<file path="src/rtl/noc_pkt_pkg.sv">
// Shared NoC flit field helpers, used by both the packetizer and the depacketizer.
// Every flit starts MSB-first with [valid][head][tail][vc]; head flits then carry [dest].
package noc_pkt_pkg;

  function automatic int valid_bit(input int width_flit);
    return width_flit - 1;
  endfunction

  function automatic int head_bit(input int width_flit);
    return width_flit - 2;
  endfunction

  function automatic int tail_bit(input int width_flit);
    return width_flit - 3;
  endfunction

  function automatic int vc_lsb(input int width_flit, input int vc_w);
    return width_flit - 3 - vc_w;
  endfunction

  function automatic int dest_lsb(input int width_flit, input int vc_w, input int addr_w);
    return width_flit - 3 - vc_w - addr_w;
  endfunction

  function automatic int payload_width(input int width_flit, input int vc_w, input int addr_w,
                                       input bit is_head);
    return is_head ? (width_flit - 3 - vc_w - addr_w) : (width_flit - 3 - vc_w);
  endfunction

  // Fewest flits whose payload fields can hold the user data.
  function automatic int num_flits(input int dh, input int db, input int width_data);
    int r;
    r = 4;
    for (int n = 4; n >= 1; n--) begin
      if (dh + (n - 1) * db >= width_data) r = n;
    end
    return r;
  endfunction

endpackage

</file>
<file path="src/rtl/pkt_fifo2.sv">
// Two-entry registered FIFO with ready/valid on both sides.
// wr_ready comes straight from the count register, so there is no path from rd_ready.
module pkt_fifo2 #(
  parameter int WIDTH = 36
) (
  input  logic             clk,
  input  logic             rst,
  input  logic [WIDTH-1:0] wr_data,
  input  logic             wr_valid,
  output logic             wr_ready,
  output logic [WIDTH-1:0] rd_data,
  output logic             rd_valid,
  input  logic             rd_ready
);

  logic [1:0]       count;
  logic             wr_ptr;
  logic             rd_ptr;
  logic [WIDTH-1:0] entry [2];
  logic             push;
  logic             pop;

  assign wr_ready = (count != 2'd2);
  assign rd_valid = (count != 2'd0);
  assign rd_data  = entry[rd_ptr];
  assign push     = wr_valid & wr_ready;
  assign pop      = rd_valid & rd_ready;

  always_ff @(posedge clk or posedge rst) begin
    if (rst) begin
      count    <= 2'd0;
      wr_ptr   <= 1'b0;
      rd_ptr   <= 1'b0;
      entry[0] <= '0;
      entry[1] <= '0;
    end else begin
      if (push) begin
        entry[wr_ptr] <= wr_data;
        wr_ptr        <= ~wr_ptr;
      end
      if (pop) rd_ptr <= ~rd_ptr;
      case ({push, pop})
        2'b10:   count <= count + 2'd1;
        2'b01:   count <= count - 2'd1;
        default: count <= count;
      endcase
    end
  end

endmodule

</file>
<file path="src/rtl/packetizer.sv">
// Builds one 4-flit NoC packet per accepted user word and queues it in a 2-entry buffer.
// Data is left-justified into a full payload frame, then sliced head, b1, b2, tail.
module packetizer
  import noc_pkt_pkg::*;
#(
  parameter int WIDTH_PKT        = 36,
  parameter int WIDTH_DATA       = 12,
  parameter int VC_ADDRESS_WIDTH = 1,
  parameter int ADDRESS_WIDTH    = 4
) (
  input  logic                        clk,
  input  logic                        rst,
  input  logic [WIDTH_DATA-1:0]       i_data_in,
  input  logic [ADDRESS_WIDTH-1:0]    i_dest_in,
  input  logic [VC_ADDRESS_WIDTH-1:0] i_vc_in,
  input  logic                        i_valid_in,
  output logic                        i_ready_out,
  output logic [WIDTH_PKT-1:0]        o_packet_out,
  output logic                        o_valid_out,
  input  logic                        o_ready_in
);

  localparam int WIDTH_FLIT     = WIDTH_PKT / 4;
  localparam int DH             = payload_width(WIDTH_FLIT, VC_ADDRESS_WIDTH, ADDRESS_WIDTH, 1'b1);
  localparam int DB             = payload_width(WIDTH_FLIT, VC_ADDRESS_WIDTH, ADDRESS_WIDTH, 1'b0);
  localparam int WIDTH_DATA_IDL = DH + 3 * DB;
  localparam int NUM_FLITS      = num_flits(DH, DB, WIDTH_DATA);
  localparam int VALID_B        = valid_bit(WIDTH_FLIT);
  localparam int HEAD_B         = head_bit(WIDTH_FLIT);
  localparam int TAIL_B         = tail_bit(WIDTH_FLIT);
  localparam int VC_LSB         = vc_lsb(WIDTH_FLIT, VC_ADDRESS_WIDTH);
  localparam int DEST_LSB       = dest_lsb(WIDTH_FLIT, VC_ADDRESS_WIDTH, ADDRESS_WIDTH);

  if (WIDTH_DATA > WIDTH_DATA_IDL) begin : g_width_check
    $error("packetizer: WIDTH_DATA exceeds the packet payload capacity");
  end

  logic [WIDTH_DATA_IDL-1:0] full_data;
  logic [WIDTH_PKT-1:0]      packet_next;

  // Trailing EXTRA_BITS of the frame stay zero.
  always_comb begin
    full_data = '0;
    full_data[WIDTH_DATA_IDL-1 -: WIDTH_DATA] = i_data_in;
  end

  for (genvar k = 0; k < 4; k++) begin : g_flit
    logic [WIDTH_FLIT-1:0] flit;
    if (k >= NUM_FLITS) begin : g_idle
      assign flit = '0;
    end else if (k == 0) begin : g_head
      always_comb begin
        flit = '0;
        flit[VALID_B] = 1'b1;
        flit[HEAD_B]  = 1'b1;
        flit[TAIL_B]  = (NUM_FLITS == 1);
        flit[VC_LSB +: VC_ADDRESS_WIDTH] = i_vc_in;
        flit[DEST_LSB +: ADDRESS_WIDTH]  = i_dest_in;
        flit[DH-1:0] = full_data[WIDTH_DATA_IDL-1 -: DH];
      end
    end else begin : g_body
      always_comb begin
        flit = '0;
        flit[VALID_B] = 1'b1;
        flit[HEAD_B]  = 1'b0;
        flit[TAIL_B]  = (k == NUM_FLITS - 1);
        flit[VC_LSB +: VC_ADDRESS_WIDTH] = i_vc_in;
        flit[DB-1:0] = full_data[WIDTH_DATA_IDL-1-DH-(k-1)*DB -: DB];
      end
    end
  end

  assign packet_next = {g_flit[0].flit, g_flit[1].flit, g_flit[2].flit, g_flit[3].flit};

  pkt_fifo2 #(
    .WIDTH(WIDTH_PKT)
  ) u_fifo (
    .clk      (clk),
    .rst      (rst),
    .wr_data  (packet_next),
    .wr_valid (i_valid_in),
    .wr_ready (i_ready_out),
    .rd_data  (o_packet_out),
    .rd_valid (o_valid_out),
    .rd_ready (o_ready_in)
  );

endmodule
</file>
<file path="config.mk">
export PLATFORM = sky130hd
export DESIGN_NAME = packetizer
export DESIGN_NICKNAME = d
export VERILOG_FILES = /design/src/rtl/noc_pkt_pkg.sv /design/src/rtl/pkt_fifo2.sv /design/src/rtl/packetizer.sv
export SDC_FILE = /design/constraint.sdc
export NUM_CORES = 1
export LEC_CHECK = 0
export ABC_AREA = 0
export CAP_MARGIN = 25
export CELL_PAD_IN_SITES_DETAIL_PLACEMENT = 0
export CELL_PAD_IN_SITES_GLOBAL_PLACEMENT = 1
export CORE_MARGIN = 8
export CORE_UTILIZATION = 48
export CTS_BUF_LIST = sky130_fd_sc_hd__clkbuf_8
export DETAILED_ROUTE_END_ITERATION = 16
export DONT_BUFFER_PORTS = 1
export GPL_TIMING_DRIVEN = 0
export PLACE_DENSITY_LB_ADDON = 0.1
export SLEW_MARGIN = 20
export SYNTH_ARGS = -nofsm -noshare
export SYNTH_HDL_FRONTEND = slang
export SYNTH_SLANG_ARGS = --single-unit
</file>
<file path="constraint.sdc">
create_clock -name clk -period 2.65 [get_ports clk]
set_clock_uncertainty 0.2 [all_clocks]
set_input_delay 0.53 -clock clk [delete_from_list [all_inputs] [get_ports clk]]
set_output_delay 0.53 -clock clk [all_outputs]
set_load 0.02 [all_outputs]
</file>
# Word-level counts from Yosys, hierarchy flattened
# Index checks and enable logic that the tools add are counted.
[classes]
bitwise_logic = 6
eq_ne = 3
n_reduce_logical = 3
mux = 7
addsub = 2
order_cmp = 3
[op_table]
columns = ["op", "n"]
rows = [
  ["$mux 36", 4],
  ["$bwmux 72", 1],
  ["$demux 36 s1", 1],
  ["$ge 2x2->1 const B", 2],
  ["$not 1->2", 2],
  ["$pmux 2 s2", 1],
  ["$reduce_bool 2->1", 2],
  ["$add 2x1->2 const B", 1],
  ["$and 1x1->1", 2],
  ["$eq 2x1->1 const B", 1],
  ["$eq 2x2->1 const B", 1],
  ["$lt 2x1->1 const B", 1],
  ["$ne 2x2->1 const B", 1],
  ["$not 1->1", 2],
  ["$sub 2x1->2 const B", 1],
  ["$logic_and 1x1->1", 1],
]
[word_totals]
elab_cells = 29
out_inout_bits = 38
register_bits = 76

# Logic depth before layout (Yosys ltp)
[logic_depth]
word_depth = 6
ltp_mapped = 6
mapped_depth_nobuf = 6

# Cells and area by module
# From an unflattened synthesis, not the netlist that was laid out.
[hier_totals]
cells_unflattened = 212
hier_area_um2 = 3599.7
[modules_own_cells]
columns = ["module", "area_per_inst_um2", "cells_each", "n_inst", "seq_area_each_um2"]
rows = [
  ["pkt_fifo2", 3592.2, 210, 1, 1901.8],
  ["packetizer", 7.5, 2, 1, 0.0],
]

# Least setup slack after synthesis
# OpenSTA, ideal clock, no wires.
[synth_path]
path_type = "flip-flop to output port"
startpoint = "register u_fifo.rd_ptr"
endpoint = "output o_packet_out[17]"
path_stages_with_launch = 5
arrival_time_ps = 1348
path_slack_ps = 572
cell_sequence = "dfrtp_1 > buf_2 > buf_2 > mux2_2 > buf_4"
[synth_between]
elab_chain_cells = 4
[synth_rtl]
columns = ["item", "line", "text"]
rows = [
  ["start, declared", "pkt_fifo2.sv:18", "logic rd_ptr;"],
  ["start signal, assigned", "pkt_fifo2.sv:41", "if (pop) rd_ptr <= ~rd_ptr;"],
  ["$not 1->2 (implied by the code)", "pkt_fifo2.sv:25", "assign rd_data = entry[rd_ptr];"],
  ["$mux 36 (implied by the code) (3 in series)", "pkt_fifo2.sv:25", ""],
  ["end, declared", "packetizer.sv:18", "output logic [WIDTH_PKT-1:0] o_packet_out,"],
]
# Every way passes these cells. The select of a mux whose other input is x is not followed.

# Worst setup path in the final report
# Ends and elaborated chain as after synthesis.

==> key figures <==
Yosys
  • Unique masters post-synth: 20
  • Register bit total from synthesis: 40
  • Seq/Total Area, Yosys: 51.4%
  • Synth top area cells: dfrtp_1 (51%), mux2_2 (25%), buf_4 (7.3%)
  • Synth Instances: 132
  • Yosys top cell area share: 51.4%
  • YS warnings: 0
  • Syn avg cell area: 14.7 µm²
  • Mapped Area: 1950 µm²
  • Cell taking the most area after synthesis: dfrtp_1

Place
  • Buffers on Ports: 0
  • Dpl cells: 192
  • Placed cell areas: 2070 µm²
  • DPL Wire Length: 2770 µm
  • GPL Wtd Cong: 0.660

CTS
  • Num Clock Sinks: 40
  • Clock-pin slew on the worst setup and hold paths: 0.08 ns
  • Setup bufs post-CTS: 0
  • Clk buf depth: 2
  • Clk root buf: clkbuf_8
  • CTS H-Tree Depth: 2
  • Total CTS buffers: 5
  • CTS tree: built
  • Worst-Skew Late Latency: 0.28 ns

Setup path
  • Crit start category: flop
  • CP endpoint kind: primary output
  • WP data arrival: 1.82 ns
  • Worst Path Class, Setup: flop to primary output
  • Required time of the critical path: 1.92 ns
  • Maximum fanout along the worst path: 10

GRT
  • Initial antenna violation count: 0
  • Grt ovf: 0
  • First-pass GRT wire length: 5890 µm
  • GRT Overall Usage: 11.9%
  • Vias in the first global route: 1088
  • Pin count of the biggest net entering global routing: 23

Finish
  • Commonest non-fill, non-tap cell in the layout: mux2_2
  • Area growth syn-to-layout: 11.8%
  • Finished Layout Cells: 201
  • # diodes: 0
  • Nets@finish: 172
  • Cell area after layout: 2170 µm²
  • Layout cell share with drive strength beyond 1: 59.6%
  • Commonest cells after routing, fill and taps aside: mux2_2 (43), dfrtp_1 (40), buf_4 (19)

Floorplanning
  • Core area: 3940 µm²
  • Die Wd: 79.7 µm
  • Starting Density: 49.3%
  • Cell Rows: 23
  • Die area: 6350 µm²
  • Die H: 79.7 µm
  • I/O pin count: 59

STA
  • Fin. Hold Viols: 0
  • Setup TNS: 0 ns
  • Fmax: 393 MHz
  • Setup-failing EPs final: 0
  • RSZ-0062 raised after global routing: false
  • Max Slew Vio Count: 0
  • Final period util: 96.1%
  • Tmin final: 2.55 ns

Routing
  • # DRC: 0
  • Vias post-DR: 987
  • DRT iter0 DRCs: 38
  • First-pass DRT Iterations: 3
  • Drt total wl: 3650 µm
  • Routed len/inst: 18.2 µm
  • Vias per cell: 4.91
  • Post-route ant nets: 0

Worst hold path
  • Worst Hold Class: input pin to flop

Pwr
  • Leakage: 0.984 nW
  • Maximum VDD drop: 539 µV
  • Design Power: 0.00294 W
  • Cell Pwr Density: 1350 nW/µm²

Flow run
  • Total of max-cap violations: 0

Status
  • Status: finished clean
-- repair_timing --
action                                 CTS  global route
hold buffers                             1             0
resized for setup                        0             1
setup endpoints to repair                0             8
endpoints found under the hold margin   18             0
-- cell families (layout without fill, tap and decap cells) --
| logic type | after synthesis | count (layout) | share of synthesized area [%] |
|---|---|---|---|
| mux | 52 | 52 | 31.8 |
| flops | 40 | 40 | 51.4 |
| buf+inv | 24 | 34 | 9.65 |
| simple gates | 9 | 9 | 3.99 |
| xor+xnor | 5 | 5 | 2.25 |
| fa+ha+maj | 1 | 1 | 0.643 |
| other cells | 1 | 10 | 0.193 |
-- worst max-delay path: stages (launching register included) --
cell      delay [ns]
dfrtp_1         0.32
buf_2           0.26
clkbuf_4        0.31
mux2_2          0.45
buf_4           0.19
-- flip-flops by register name (all words and copies together) (netlist names) --
signal and flops:
u_fifo.rd_ptr 1, u_fifo.wr_ptr 1, u_fifo.count 2, u_fifo.entry 36
-- stage by stage --
| stage | worst slack [ns] | util [%] | hold WS (ns) |
|---|---|---|---|
| 2_1_floorplan | 0.572 | - | 0.230 |
| 5_1_grt | 0.00867 | 55.2 | 0.175 |
| 3_5_place_dp | 0.351 | 52.5 | 0.253 |
| 6_report | 0.104 | 55.2 | 0.187 |
| 4_1_cts | 0.0173 | 55.1 | 0.177 |
| 3_3_place_gp | 0.350 | 51.8 | 0.248 |
-- area by class of cell --
cell class,count,area [µm²]
Buffer,23,186
Clock buffer,6,82.6
Clock inverter,2,10.0
Fill cell,322,1770
Inverter,1,3.75
Multi-Input combinational cell,77,791
Sequential cell,40,1000
Tap cell,50,62.6
Timing Repair Buffer,2,37.5
-- routing by layer --
| metal | track usage (%) | wire length, µm | vias to the layer above |
|---|---|---|---|
| met5 | 0 | 0 | - |
| met4 | 2.78 | 37 | 0 |
| met3 | 5.74 | 338 | 4 |
| met2 | 20.4 | 1850 | 31 |
| met1 | 13.0 | 1420 | 495 |
| li1 | - | - | 457 |
-- synthesized netlist by cell type, drive strengths merged --
cell type	instances
mux2	52
dfrtp	40
buf	23
xnor2	3
nand2b	2
or2	2
xor2	2
and2	1
and3	1
conb	1
ha	1
inv	1
nand2	1
nand3b	1
nor2	1
-- report_power, final --
part	leakage [nW]	internal, W	switching (W)
clock network	0.0510	0.000207	0.000195
logic	0.469	0.000705	0.000761
registers	0.464	0.000914	0.000154
-- worst paths after layout --
path	to	startpoint	slack [ns]	cells past startpoint
worst max-delay path	o_packet_out[17]	u_fifo.rd_ptr$_DFFE_PP0P_	0.10	4
worst min-delay path	u_fifo.entry[56]$_DFFE_PP0P_	i_data_in[8]	0.19	1
worst max register to register	u_fifo.count[1]$_DFFE_PP0P_	u_fifo.count[0]$_DFFE_PP0P_	0.74	6
worst min register to register	u_fifo.entry[70]$_DFFE_PP0P_	u_fifo.entry[70]$_DFFE_PP0P_	0.27	1
max in group asynchronous	u_fifo.entry[48]$_DFFE_PP0P_	rst	1.27	3
min in group asynchronous	u_fifo.entry[65]$_DFFE_PP0P_	rst	0.51	2
(Power assumes the default switching activity.)
